==> src/rtl/clk_domain_pkg.sv <==
// clk_domain_pkg: shared types and limits for the gated clock channels.
// Optional feature macro used by the channel RTL: CLK_DOMAIN_AUTO_GATE_EN.
package clk_domain_pkg;

  // Largest channel count the controller is built for
  localparam int MAX_CH = 16;

  // Per-channel lifecycle of a gated, divided clock
  typedef enum logic [1:0] {
    OFF      = 2'd0,
    STARTING = 2'd1,
    RUN      = 2'd2,
    STOPPING = 2'd3
  } chan_state_e;

endpackage

==> src/rtl/clk_div_chan.sv <==
// clk_div_chan: one gated clock channel. A counter runs 0..D and toggles the
// output at D, so each phase lasts D+1 source cycles. Starts and stops only on
// phase boundaries so no runt pulse is ever produced; new divide values land
// on a full-period boundary (immediately while OFF).
// Optional: CLK_DOMAIN_AUTO_GATE_EN adds idle counting and auto-gating.
module clk_div_chan
  import clk_domain_pkg::*;
#(
  parameter int DIV_W  = 4,
  parameter int IDLE_W = 8
) (
  input  logic              clk_in,
  input  logic              reset_n,
  input  logic              en_req,
  input  logic [DIV_W-1:0]  div_sel,
  input  logic              div_load,
  input  logic              busy,
  input  logic [IDLE_W-1:0] idle_limit,
  output logic              clk_out,
  output logic              en_ack,
  output logic              clk_running
);

  chan_state_e      state_reg, state_next;
  logic [DIV_W-1:0] cnt_reg, cnt_next;
  logic [DIV_W-1:0] d_reg, d_next;
  logic [DIV_W-1:0] pend_val_reg, pend_val_next;
  logic             pend_reg, pend_next;
  logic             clk_reg, clk_next;
  logic             ack_reg, ack_next;
  logic             tick;      // current phase ends on this edge
  logic             boundary;  // point where a pending divide may land
  logic             to_off;    // stop completes on this edge

`ifdef CLK_DOMAIN_AUTO_GATE_EN
  logic              run_reg, run_next;
  logic              gate_reg, gate_next;   // stopped by idleness, grant kept
  logic [IDLE_W-1:0] idle_reg, idle_next;
  logic [IDLE_W:0]   idle_inc;
`endif

  assign tick = (cnt_reg == d_reg);

  // Channel state, divider and divide-value registers
  always_ff @(posedge clk_in or negedge reset_n) begin
    if (!reset_n) begin
      state_reg    <= OFF;
      cnt_reg      <= '0;
      d_reg        <= '0;
      pend_val_reg <= '0;
      pend_reg     <= 1'b0;
      clk_reg      <= 1'b0;
      ack_reg      <= 1'b0;
    end else begin
      state_reg    <= state_next;
      cnt_reg      <= cnt_next;
      d_reg        <= d_next;
      pend_val_reg <= pend_val_next;
      pend_reg     <= pend_next;
      clk_reg      <= clk_next;
      ack_reg      <= ack_next;
    end
  end

`ifdef CLK_DOMAIN_AUTO_GATE_EN
  // Auto-gate bookkeeping registers
  always_ff @(posedge clk_in or negedge reset_n) begin
    if (!reset_n) begin
      run_reg  <= 1'b0;
      gate_reg <= 1'b0;
      idle_reg <= '0;
    end else begin
      run_reg  <= run_next;
      gate_reg <= gate_next;
      idle_reg <= idle_next;
    end
  end
`endif

  // Next-state, divider stepping and divide-value hand-over
  always_comb begin
    state_next    = state_reg;
    cnt_next      = cnt_reg;
    clk_next      = clk_reg;
    d_next        = d_reg;
    pend_next     = pend_reg;
    pend_val_next = pend_val_reg;
    ack_next      = ack_reg;
    boundary      = 1'b0;
    to_off        = 1'b0;
`ifdef CLK_DOMAIN_AUTO_GATE_EN
    run_next  = run_reg;
    gate_next = gate_reg;
    idle_next = '0;
    idle_inc  = {1'b0, idle_reg} + 1'b1;
`endif
    if (state_reg == OFF) begin
      cnt_next = '0;
      clk_next = 1'b0;
      if (div_load) begin
        d_next    = div_sel;
        pend_next = 1'b0;
      end
`ifdef CLK_DOMAIN_AUTO_GATE_EN
      if (gate_reg) begin
        if (!en_req) begin
          ack_next  = 1'b0;
          gate_next = 1'b0;
        end else if (busy) begin
          state_next = STARTING;
          gate_next  = 1'b0;
        end
      end else if (en_req) begin
        state_next = STARTING;
      end
`else
      if (en_req) state_next = STARTING;
`endif
    end else begin
      // Divider keeps running in every active state
      if (tick) begin
        cnt_next = '0;
        clk_next = ~clk_reg;
      end else begin
        cnt_next = cnt_reg + 1'b1;
      end
      if (div_load) begin
        pend_next     = 1'b1;
        pend_val_next = div_sel;
      end
      case (state_reg)
        STARTING: begin
          if (tick) begin
            state_next = RUN;
            ack_next   = 1'b1;
`ifdef CLK_DOMAIN_AUTO_GATE_EN
            run_next   = 1'b1;
`endif
          end
        end
        RUN: begin
          if (!en_req) begin
            state_next = STOPPING;
          end
`ifdef CLK_DOMAIN_AUTO_GATE_EN
          else if (busy) begin
            idle_next = '0;
          end else begin
            idle_next = (&idle_reg) ? idle_reg : idle_reg + 1'b1;
            if ((idle_limit != '0) && (idle_inc >= {1'b0, idle_limit})) begin
              state_next = STOPPING;
              gate_next  = 1'b1;
            end
          end
`endif
        end
        STOPPING: begin
`ifdef CLK_DOMAIN_AUTO_GATE_EN
          if (!en_req) gate_next = 1'b0;
`endif
          // Low phase may be cut short; a high phase always runs to its end
          if (!clk_reg || tick) to_off = 1'b1;
        end
        default: ;
      endcase
      boundary = (tick && clk_reg) || to_off;
      if (boundary) begin
        if (div_load)      d_next = div_sel;
        else if (pend_reg) d_next = pend_val_reg;
        pend_next = 1'b0;
      end
      if (to_off) begin
        state_next = OFF;
        cnt_next   = '0;
        clk_next   = 1'b0;
`ifdef CLK_DOMAIN_AUTO_GATE_EN
        ack_next   = gate_reg && en_req;
        gate_next  = gate_reg && en_req;
        run_next   = 1'b0;
`else
        ack_next   = 1'b0;
`endif
      end
    end
  end

  assign clk_out = clk_reg;
  assign en_ack  = ack_reg;

`ifdef CLK_DOMAIN_AUTO_GATE_EN
  assign clk_running = run_reg;
`else
  // Without auto-gating the clock runs exactly while the grant is held
  assign clk_running = ack_reg;
  logic unused_inputs;
  assign unused_inputs = ^{busy, idle_limit};
`endif

endmodule

==> src/rtl/clock_domain_ctrl.sv <==
// clock_domain_ctrl: NUM_CH independent gated, divided clock channels driven
// from one source clock. Optional macro: CLK_DOMAIN_AUTO_GATE_EN.
module clock_domain_ctrl
  import clk_domain_pkg::*;
#(
  parameter int NUM_CH = 4,
  parameter int DIV_W  = 4,
  parameter int IDLE_W = 8
) (
  input  logic                    clk_in,
  input  logic                    reset_n,
  input  logic [NUM_CH-1:0]       en_req,
  input  logic [NUM_CH*DIV_W-1:0] div_sel,
  input  logic [NUM_CH-1:0]       div_load,
  input  logic [NUM_CH-1:0]       busy,
  input  logic [IDLE_W-1:0]       idle_limit,
  output logic [NUM_CH-1:0]       clk_out,
  output logic [NUM_CH-1:0]       en_ack,
  output logic [NUM_CH-1:0]       clk_running
);

  // One fully independent channel per bit
  generate
    for (genvar gi = 0; gi < NUM_CH; gi++) begin : g_chan
      clk_div_chan #(
        .DIV_W (DIV_W),
        .IDLE_W(IDLE_W)
      ) u_chan (
        .clk_in     (clk_in),
        .reset_n    (reset_n),
        .en_req     (en_req[gi]),
        .div_sel    (div_sel[gi*DIV_W +: DIV_W]),
        .div_load   (div_load[gi]),
        .busy       (busy[gi]),
        .idle_limit (idle_limit),
        .clk_out    (clk_out[gi]),
        .en_ack     (en_ack[gi]),
        .clk_running(clk_running[gi])
      );
    end
  endgenerate

endmodule

==> config.mk <==
export PLATFORM = sky130hd
export DESIGN_NAME = clock_domain_ctrl
export DESIGN_NICKNAME = d
export VERILOG_FILES = /design/src/rtl/clk_domain_pkg.sv /design/src/rtl/clk_div_chan.sv /design/src/rtl/clock_domain_ctrl.sv
export SDC_FILE = /design/constraint.sdc
export NUM_CORES = 1
export LEC_CHECK = 0
export ABC_AREA = 0
export BUFFER_PORTS_ARGS = -buffer_cell sky130_fd_sc_hd__buf_2
export CAP_MARGIN = 30
export CORE_UTILIZATION = 35
export CTS_CLUSTER_SIZE = 14
export DETAILED_ROUTE_END_ITERATION = 8
export HOLD_SLACK_MARGIN = 0.06
export PLACE_DENSITY = 0.52
export SETUP_SLACK_MARGIN = 0.2
export SYNTH_ARGS = -nofsm -noshare
export SYNTH_HDL_FRONTEND = slang
export SYNTH_HIERARCHICAL = 1
export SYNTH_SLANG_ARGS = --single-unit
==> constraint.sdc <==
create_clock -name clk_in -period 3.4 [get_ports clk_in]
set_input_delay 1.02 -clock clk_in [delete_from_list [all_inputs] [get_ports clk_in]]
set_output_delay 1.02 -clock clk_in [all_outputs]
set_load 0.01 [all_outputs]
==> flow_summary.yaml, run 1 <==
route:
  drt-initial-drc-count: 61
  vias: 2233
  drc_errors: 0
  dr.pass1.iters: 4
  via_per_inst: 4.854
  wl_per_cell_um: 13.46
  wirelength_um: 6193
  ant_nets: 0
logic_synthesis:
  syn-cell-area_sq_mm: 0.003593
  avgSynthCellArea_sq_um: 12.48
  synth_seq_area_share_pct: 47.35
  synth_top_area_share_pct: 47.35
  yosys-top-cells-area: "dfrtp_1, mux2_4, mux2_2"
  synth_warnings: 6
  synth_cells: 288
  synth_nets: 330
  synth_seq_cells: 68
  ys_types: 33
  yosys.area.top_type: "dfrtp_1"
timing:
  setup_viol: 0
  finalWorstSetupSlack_ns: 1.431
  relSlewSlack_pct: 59.19
  fin_tns_setup_ns: 0
  tightestPinTransition_ns: 0.6122
  finalCritPeriodShare_pct: 57.91
  clock.fmax_ghz: 0.5079
  fin_crit_ns: 1.969
  rsz0062_at_grt: "false"
  hold_viol_final: 0
  fin_skew_ns: 0.008691
  slew_viol_final: 0
layout:
  drive_gt1_share_pct: 35.17
  layout_common_cells: "dfrtp_1, buf_2, mux2_4"
  layout_commonest_cell: "dfrtp_1"
  antennaDiodeCount: 0
  area_growth_pct: 12.47
  fin_nets: 364
global_route:
  grtUsageMet1_pct: 17.84
  grtUsageMet2_pct: 19.03
  antenna_found_initial: 0
  grt_max_degree: 47
  top_usage_layer: "met2"
  grt_pass1_vias: 2203
  met3_usage_pct: 2.688
  grt_usage_pct: 12.92
  grt_pass1_wl_um: 10560
  grt_overflow_total: 0
cts:
  htree_num_levels: 3
  cts_hold_buf: 0
  clock-root-buffer: "clkbuf_8"
  numCtsBuffers: 9
  cts.path.max_buffers: 2
  cts_tree: "yes"
  path_clk_slew_ns: 0.08
  postCtsSetupBuffers: 0
  ctsResizeCount: 0
  clkSinkCount: 68
  clock_latency_ns: 0.34
place:
  dpl_worst_slack_ns: 1.196
  place.gp.congestion: 0.7305
  dp_hpwl_um: 4346
  io_buffers: 37
setup_path:
  cp_slowest_cell: "dfrtp_1"
  end_kind: "output pin"
  cp.arrival_ns: 0.95
  rrSetupSlack_ns: 1.68
  path_buf_inv: 1
  crit_path_cell_trace: "buf_2"
  critPathMaxStageDelay_ns: 0.44
  cp.required_ns: 2.38
  worstSetupPathType: "reg -> out"
  start_kind: "flop"
  worstPathMaxFanout: 7
  critical_path.top_delay_family: "flip-flops"
status:
  outcome: "finished, final reports clean"
die:
  die-area_sq_mm: 0.01068
  floorplan.rows: 36
  ios: 50
  start_util_pct: 36.43
  core_area_sq_mm: 0.009864
  dieWidth_um: 103.3
  die_h_um: 103.3
pwr:
  leakage_nw: 1.791
  vdd_drop_max_mv: 0.2887
  powerDensity_mw_per_mm2: 922.0
job:
  drv_cap: 0
min_path:
  hp-class: "reg -> reg"
==> logic make-up after synthesis <==
| group | after synthesis | synth area share, % |
|---|---|---|
| buffers and inverters | 16 | 3.900 |
| AO/OA/AOI/OAI | 52 | 11.28 |
| XOR/XNOR | 24 | 5.850 |
| adder cells (fa/ha/maj) | 4 | 1.393 |
| multiplexers | 52 | 19.50 |
| flip-flops | 68 | 47.35 |
| AND/OR/NAND/NOR | 72 | 10.72 |
==> power breakdown <==
| part | internal (W) | total, W | switching (W) | leakage [nW] |
|---|---|---|---|---|
| clock network | 0.000418 | 0.000724 | 0.000306 | 0.112 |
| logic | 0.000853 | 0.00152 | 0.000672 | 0.857 |
| registers | 0.00115 | 0.00148 | 0.000325 | 0.822 |
==> metrics by stage <==
stage                     std cells  total power (W)  utilization [%]  hold slack, ns  area, sq um
after global routing            460         0.004038            40.97          0.5217         4041
final                           460         0.003726            40.97          0.5076         4041
after detailed placement        444         0.003032            38.72          0.4937         3820
after floorplan                 288         0.002765                -          0.4687         3593
after global placement          444         0.002997            38.72          0.4870         3820
after CTS                       460         0.003790            40.97          0.5100         4041
==> layer usage <==
metal  up-vias  part of all wire (%)
li1       1103                     -
met1      1085                    50
met2        35                    45
met3        10                   3.0
met4         0                   2.1
met5         -                     0
==> worst paths after layout <==
path | start | end | cells after the start
setup / recovery | g_chan[2].u_chan/clk_out$_DFFE_PN0P_ | clk_out[2] | 1
hold / removal | g_chan[0].u_chan/cnt_reg[0]$_DFF_PN0_ | g_chan[0].u_chan/cnt_reg[0]$_DFF_PN0_ | 1
setup reg to reg | g_chan[3].u_chan/state_reg[1]$_DFFE_PN0P_ | g_chan[3].u_chan/d_reg[0]$_DFFE_PN0P_ | 4
hold reg to reg | g_chan[0].u_chan/cnt_reg[0]$_DFF_PN0_ | g_chan[0].u_chan/cnt_reg[0]$_DFF_PN0_ | 1
max in group asynchronous | reset_n | g_chan[1].u_chan/cnt_reg[0]$_DFF_PN0_ | 3
min in group asynchronous | reset_n | g_chan[2].u_chan/d_reg[2]$_DFFE_PN0P_ | 2
==> layout make-up <==
cell class	instances	area [sq um]
clock buffers	13	178.9
clock inverters	3	42.54
fillers	929	5823
multi-input cells	204	1752
flip-flops and latches	68	1702
well taps	133	166.4
repair buffers	39	200.2
==> cells in the mapped netlist <==
cell type and n:
nor2_2 4, xnor2_1 20, nor2b_1 4, a21oi_1 12, nand3_1 4, a21boi_0 4
nand4_1 4, mux2i_1 4, nand2_1 12, o21ai_0 4, nand2b_1 4, nor2_1 16
ha_1 4, or2_1 4, and4_1 4, mux2_4 32, and2_1 4, a21oi_2 4
a222oi_1 4, and2b_1 4, dfrtp_1 68, mux2_2 16, a21o_1 4, o21ai_1 8
o21a_1 4, o22ai_4 4, buf_4 4, buf_2 4, and3_1 4, o311a_1 4
buf_6 8, xor2_1 4, nor3_1 4
Note: power is estimated with default switching activity, not from simulation.
==> inputs of run 2 (changes only) <==
--- a/config.mk
+++ b/config.mk
@@ -12,7 +12,7 @@
 export CTS_CLUSTER_SIZE = 14
 export DETAILED_ROUTE_END_ITERATION = 8
 export HOLD_SLACK_MARGIN = 0.06
-export PLACE_DENSITY = 0.52
+export PLACE_DENSITY = 0.54
 export SETUP_SLACK_MARGIN = 0.2
 export SYNTH_ARGS = -nofsm -noshare
 export SYNTH_HDL_FRONTEND = slang
==> constraint.sdc (replaced) <==
create_clock -name clk_in -period 1.6 [get_ports clk_in]
set_input_delay 0.48 -clock clk_in [delete_from_list [all_inputs] [get_ports clk_in]]
set_output_delay 0.48 -clock clk_in [all_outputs]
set_load 0.01 [all_outputs]
==> run 2 against run 1 <==
Non-clock buffer count up 66. Worst hold slack worse by 0.43 ns. Die area unchanged.
==> flow_summary.yaml, run 2 (synthesized netlist as in run 1, its figures left out) <==
status:
  outcome: "finished, final reports clean"
global_route:
  antenna_found_initial: 0
  grt_max_degree: 28
  grt_pass1_vias: 2403
  grt_pass1_wl_um: 11140
  grt_usage_pct: 13.59
  grt_overflow_total: 0
place:
  dp_hpwl_um: 4639
  io_buffers: 37
  place.gp.congestion: 0.7323
  dpl.cell_count: 474
setup_path:
  cp.required_ns: 1.82
  rr_worst_depth: 4
  path_buf_inv: 0
  worst_r2r_endpoint: "g_chan[1].u_chan/d_reg[2]$_DFFE_PN0P_"
  rrSetupSlack_ns: 0.11
  crit_cells: 4
  end_kind: "flop"
  cp.arrival_ns: 1.70
  r2r_start: "g_chan[1].u_chan/d_reg[2]$_DFFE_PN0P_"
  critical_path.top_delay_family: "flip-flops"
  crit_path_cell_trace: "xnor2_2 -> nand4_1 -> o22ai_4 -> mux2_4"
  worstSetupPathType: "reg -> reg"
  worstPathMaxFanout: 4
  cp_slowest_cell: "dfrtp_1"
  critPathMaxStageDelay_ns: 0.41
  start_kind: "flop"
route:
  vias: 2493
  via_per_inst: 4.740
  ant_nets: 0
  drt-initial-drc-count: 38
  wl_per_cell_um: 12.95
  wirelength_um: 6814
  drc_errors: 0
  dr.pass1.iters: 5
timing:
  fin_skew_ns: 0.01010
  relSlewSlack_pct: 69.64
  fin_crit_ns: 1.486
  hold_viol_final: 0
  rsz0062_at_grt: "true"
  finalCritPeriodShare_pct: 92.87
  hold-worst-slack_ns: 0.08152
  setup_viol: 0
  clock.fmax_ghz: 0.6730
  slew_viol_final: 0
  tightestPinTransition_ns: 0.4554
pwr:
  powerDensity_mw_per_mm2: 1930
  p_int_w: 0.006010
  p_sw_w: 0.003214
  vdd_drop_max_mv: 0.5754
  pwr-share-comb_pct: 52.7
  power.share.sequential_pct: 33.8
  swShare_pct: 34.85
  clkPwrFrac_pct: 13.5
  leakage_nw: 2.202
layout:
  final_cells: 526
  area_growth_pct: 33.01
  nFillCells: 889
  antennaDiodeCount: 0
  drive_gt1_share_pct: 55.98
  multi_input_area_sq_mm: 0.001958
  layout_common_cells: "dfrtp_1, buf_4, mux2_4, buf_2"
  register_area_sq_mm: 0.001712
  fin_nets: 430
cts:
  clock-root-buffer: "clkbuf_8"
  clkSinkCount: 68
  clock_latency_ns: 0.34
  numCtsBuffers: 9
  path_clk_slew_ns: 0.08
  htree_num_levels: 3
  cts.path.max_buffers: 2
  cts_tree: "yes"
  cts_hold_buf: 0
die:
  die_h_um: 103.3
  ios: 50
  core_area_sq_mm: 0.009864
  die-area_sq_mm: 0.01068
  start_util_pct: 36.43
  dieWidth_um: 103.3
  floorplan.rows: 36
job:
  drv_cap: 0
min_path:
  hp-class: "in -> async"
-- run 2: changes by cell type in the layout (fill, tap and decap cells not counted), moves of 5 or more --
cell	change
dfrtp_2	+8
dfrtp_1	-8
buf_6	+11
buf_4	+58
xnor2_2	+14
buf_2	-5
xnor2_1	-14
-- run 2: timing repair --
| action | CTS | global route |
|---|---|---|
| endpoints found under the setup margin | 36 | 52 |
| setup buffers | 19 | 17 |
| pin swaps | 10 | 23 |
| gates resized for setup | 38 | 24 |
-- run 2: power groups by stage --
stage               Clock (W)  Combinational, W  Sequential, W
floorplan                   0           0.00294        0.00296
global placement            0           0.00363        0.00306
detailed placement          0           0.00371        0.00308
CTS                   0.00130           0.00434        0.00308
global route          0.00138           0.00528        0.00322
finish                0.00125           0.00486        0.00312
-- run 2: routing by layer --
| layer | GRT usage, % | vias up | share of wire [%] |
|---|---|---|---|
| li1 | - | 1238 | - |
| met1 | 18.21 | 1211 | 48 |
| met2 | 21.38 | 34 | 48 |
| met3 | 2.823 | 10 | 2.2 |
| met4 | 5.850 | 0 | 1.7 |
| met5 | 0 | - | 0 |
-- run 2: worst max-delay path by stage --
stage	startpoint	end	slack, ns
2_1_floorplan	g_chan[0].u_chan/state_reg[1]$_DFFE_PN0P_	g_chan[0].u_chan/d_reg[0]$_DFFE_PN0P_	0.11
3_3_place_gp	div_load[2]	g_chan[2].u_chan/d_reg[2]$_DFFE_PN0P_	-0.04
3_5_place_dp	div_load[2]	g_chan[2].u_chan/d_reg[1]$_DFFE_PN0P_	-0.05
4_1_cts	g_chan[3].u_chan/d_reg[1]$_DFFE_PN0P_	g_chan[3].u_chan/d_reg[2]$_DFFE_PN0P_	0.1
5_1_grt	g_chan[0].u_chan/cnt_reg[0]$_DFF_PN0_	g_chan[0].u_chan/d_reg[1]$_DFFE_PN0P_	0.003
6_report	g_chan[1].u_chan/d_reg[2]$_DFFE_PN0P_	g_chan[1].u_chan/d_reg[2]$_DFFE_PN0P_	0.11
-- run 2: final cells by class --
type | instances | area share, %
Sequential cell | 68 | 35.81
Multi-Input combinational cell | 204 | 40.97
Clock buffer | 11 | 2.958
Clock inverter | 5 | 0.5759
Timing Repair Buffer | 105 | 16.20
Tap cell | 133 | 3.482
-- run 2: through the flow --
| step | utilization [%] | setup slack [ns] | TNS (ns) | total power, W | area (sq um) |
|---|---|---|---|---|---|
| final | 48.45 | 0.1141 | 0 | 0.009224 | 4780 |
| after global routing | 48.45 | 0.003378 | 0 | 0.009886 | 4780 |
| after CTS | 46.06 | 0.09922 | 0 | 0.008717 | 4543 |
| after detailed placement | 41.46 | -0.05005 | -0.5022 | 0.006788 | 4090 |
| after global placement | 41.46 | -0.03584 | -0.3224 | 0.006690 | 4090 |
| after floorplan | - | 0.1144 | 0 | 0.005905 | 3613 |
-- run 2: worst reg2reg max path, stage by stage, from the launching register on --
cell     delay (ns)
dfrtp_1        0.41
xnor2_2        0.19
nand4_1        0.19
o22ai_4        0.26
mux2_4         0.33
==> inputs of run 3 (changes only) <==
--- a/config.mk
+++ b/config.mk
@@ -8,11 +8,11 @@
 export ABC_AREA = 0
 export BUFFER_PORTS_ARGS = -buffer_cell sky130_fd_sc_hd__buf_2
 export CAP_MARGIN = 30
-export CORE_UTILIZATION = 35
+export CORE_UTILIZATION = 30
 export CTS_CLUSTER_SIZE = 14
 export DETAILED_ROUTE_END_ITERATION = 8
 export HOLD_SLACK_MARGIN = 0.06
-export PLACE_DENSITY = 0.54
+export PLACE_DENSITY = 0.48
 export SETUP_SLACK_MARGIN = 0.2
 export SYNTH_ARGS = -nofsm -noshare
 export SYNTH_HDL_FRONTEND = slang
==> run 3 against run 2 <==
The flow now finishes with violations (design-rule violations). Wire length increased by 1.9%. Critical path type unchanged. Sequential share of layout area decreased by 0.81 points. Clock power increased by 53%. Design area increased by 2.2%. Flip-flop and latch count unchanged. Setup slack got worse by 0.055 ns. Power increased by 6.7%. Critical path depth unchanged. Fmax decreased by 3.6%. Sequential power about the same.
==> flow_summary.yaml, run 3 (synthesized netlist as in run 1, its figures left out) <==
setup_path:
  start_kind: "flop"
  end_kind: "flop"
  worstPathMaxFanout: 4
  worstSetupPathType: "reg -> reg"
  crit_end: "g_chan[3].u_chan/d_reg[2]$_DFFE_PN0P_"
  cp_slowest_cell: "dfrtp_1"
  critPathMaxStageDelay_ns: 0.39
  r2r_start: "g_chan[3].u_chan/cnt_reg[3]$_DFF_PN0_"
  crit_cells: 4
  cp.arrival_ns: 1.75
  worst_r2r_endpoint: "g_chan[3].u_chan/d_reg[2]$_DFFE_PN0P_"
  rrSetupSlack_ns: 0.06
  critical_path.top_delay_family: "flip-flops"
  cp.required_ns: 1.81
  crit_start: "g_chan[3].u_chan/cnt_reg[3]$_DFF_PN0_"
  crit_path_cell_trace: "xnor2_1 -> nand4_1 -> o22ai_4 -> mux2_4"
  rr_worst_depth: 4
  path_buf_inv: 0
layout:
  fin_nets: 428
  antennaDiodeCount: 0
  area_growth_pct: 35.90
  nFillCells: 1089
  layout_commonest_cell: "dfrtp_1"
  drive_gt1_share_pct: 55.64
  final_cells: 533
  fin_area_sq_mm: 0.004883
  layout_common_cells: "dfrtp_1, buf_4, buf_2"
place:
  dp_hpwl_um: 4561
  dpl.cell_count: 486
  dpl_worst_slack_ns: -0.04541
  io_buffers: 37
  post_dp_cell_area_sq_mm: 0.004105
  place.gp.congestion: 0.7441
status:
  outcome: "finished with violations"
  violations: "design-rule violations"
route:
  drt-initial-drc-count: 79
  ant_nets: 0
  drc_errors: 4
  wirelength_um: 6942
  wl_per_cell_um: 13.02
  vias: 2535
  dr.pass1.iters: 8
  via_per_inst: 4.756
die:
  start_util_pct: 31.07
  floorplan.rows: 39
  die-area_sq_mm: 0.01242
  die_h_um: 111.4
  core_area_sq_mm: 0.01156
  ios: 50
  dieWidth_um: 111.4
cts:
  clkSinkCount: 68
  numCtsBuffers: 9
  cts_tree: "yes"
  path_clk_slew_ns: 0.05
  clock-root-buffer: "clkbuf_16"
  clock_latency_ns: 0.33
  htree_num_levels: 3
  cts.path.max_buffers: 2
global_route:
  grt_usage_pct: 12.29
  grt_pass1_vias: 2617
  antenna_found_initial: 0
  grt_max_degree: 69
  grt_pass1_wl_um: 12090
  grt_overflow_total: 0
timing:
  finalWorstSetupSlack_ns: 0.05934
  setup_viol: 0
  fin_crit_ns: 1.541
  fin_skew_ns: 0.002359
  relSlewSlack_pct: 74.30
  clock.fmax_ghz: 0.6491
  tightestPinTransition_ns: 0.3854
  slew_viol_final: 0
  hold-worst-slack_ns: 0.1569
  rsz0062_at_grt: "true"
  finalCritPeriodShare_pct: 96.29
  fin_tns_setup_ns: 0
  hold_viol_final: 0
pwr:
  powerDensity_mw_per_mm2: 2016
  leakage_nw: 2.250
  vdd_drop_max_mv: 0.6273
job:
  drv_cap: 0
min_path:
  hp-class: "in -> async"
-- run 3: worst min path at each step --
stage | start | to | slack (ns) | cells after the start
after floorplan | reset_n | g_chan[0].u_chan/clk_out$_DFFE_PN0P_ | 0.18 | 0
after global placement | g_chan[1].u_chan/pend_val_reg[0]$_DFFE_PN0P_ | g_chan[1].u_chan/pend_val_reg[0]$_DFFE_PN0P_ | 0.49 | 1
after detailed placement | g_chan[1].u_chan/pend_val_reg[0]$_DFFE_PN0P_ | g_chan[1].u_chan/pend_val_reg[0]$_DFFE_PN0P_ | 0.49 | 1
after global routing | reset_n | g_chan[0].u_chan/state_reg[0]$_DFFE_PN0P_ | 0.20 | 2
after CTS | reset_n | g_chan[0].u_chan/state_reg[0]$_DFFE_PN0P_ | 0.18 | 2
final | reset_n | g_chan[0].u_chan/state_reg[0]$_DFFE_PN0P_ | 0.16 | 2
-- run 3: metal layers --
layer	track usage, %	routed length, um
met2	19.92	3451
met4	7.387	178
met3	3.212	193
met5	0	0
met1	14.70	3120
-- run 3: power breakdown --
part           internal, W  switching (W)
registers          0.00247       0.000652
clock network      0.00121       0.000699
logic              0.00291        0.00191
total              0.00658        0.00326
-- run 3: stage by stage --
step / util, % / total power (W)
floorplan: - / 0.005905
global placement: 35.50 / 0.006750
detailed placement: 35.50 / 0.006808
CTS: 40.30 / 0.009362
global route: 42.23 / 0.01055
finish: 42.23 / 0.009845
-- run 3: final cells by class --
type | instances | area, sq um | area share [%]
Clock buffer | 14 | 284.0 | 5.816
Clock inverter | 1 | 5.005 | 0.1025
Multi-Input combinational cell | 204 | 1966 | 40.25
Sequential cell | 68 | 1709 | 35.00
Tap cell | 143 | 178.9 | 3.664
Timing Repair Buffer | 103 | 740.7 | 15.17
-- run 3: repair_timing --
item | CTS | global route
setup endpoints to repair | 41 | 41
gates resized for setup | 33 | 29
setup buffers | 21 | 11
hold buffers | 0 | 0
pin swaps | 7 | 25
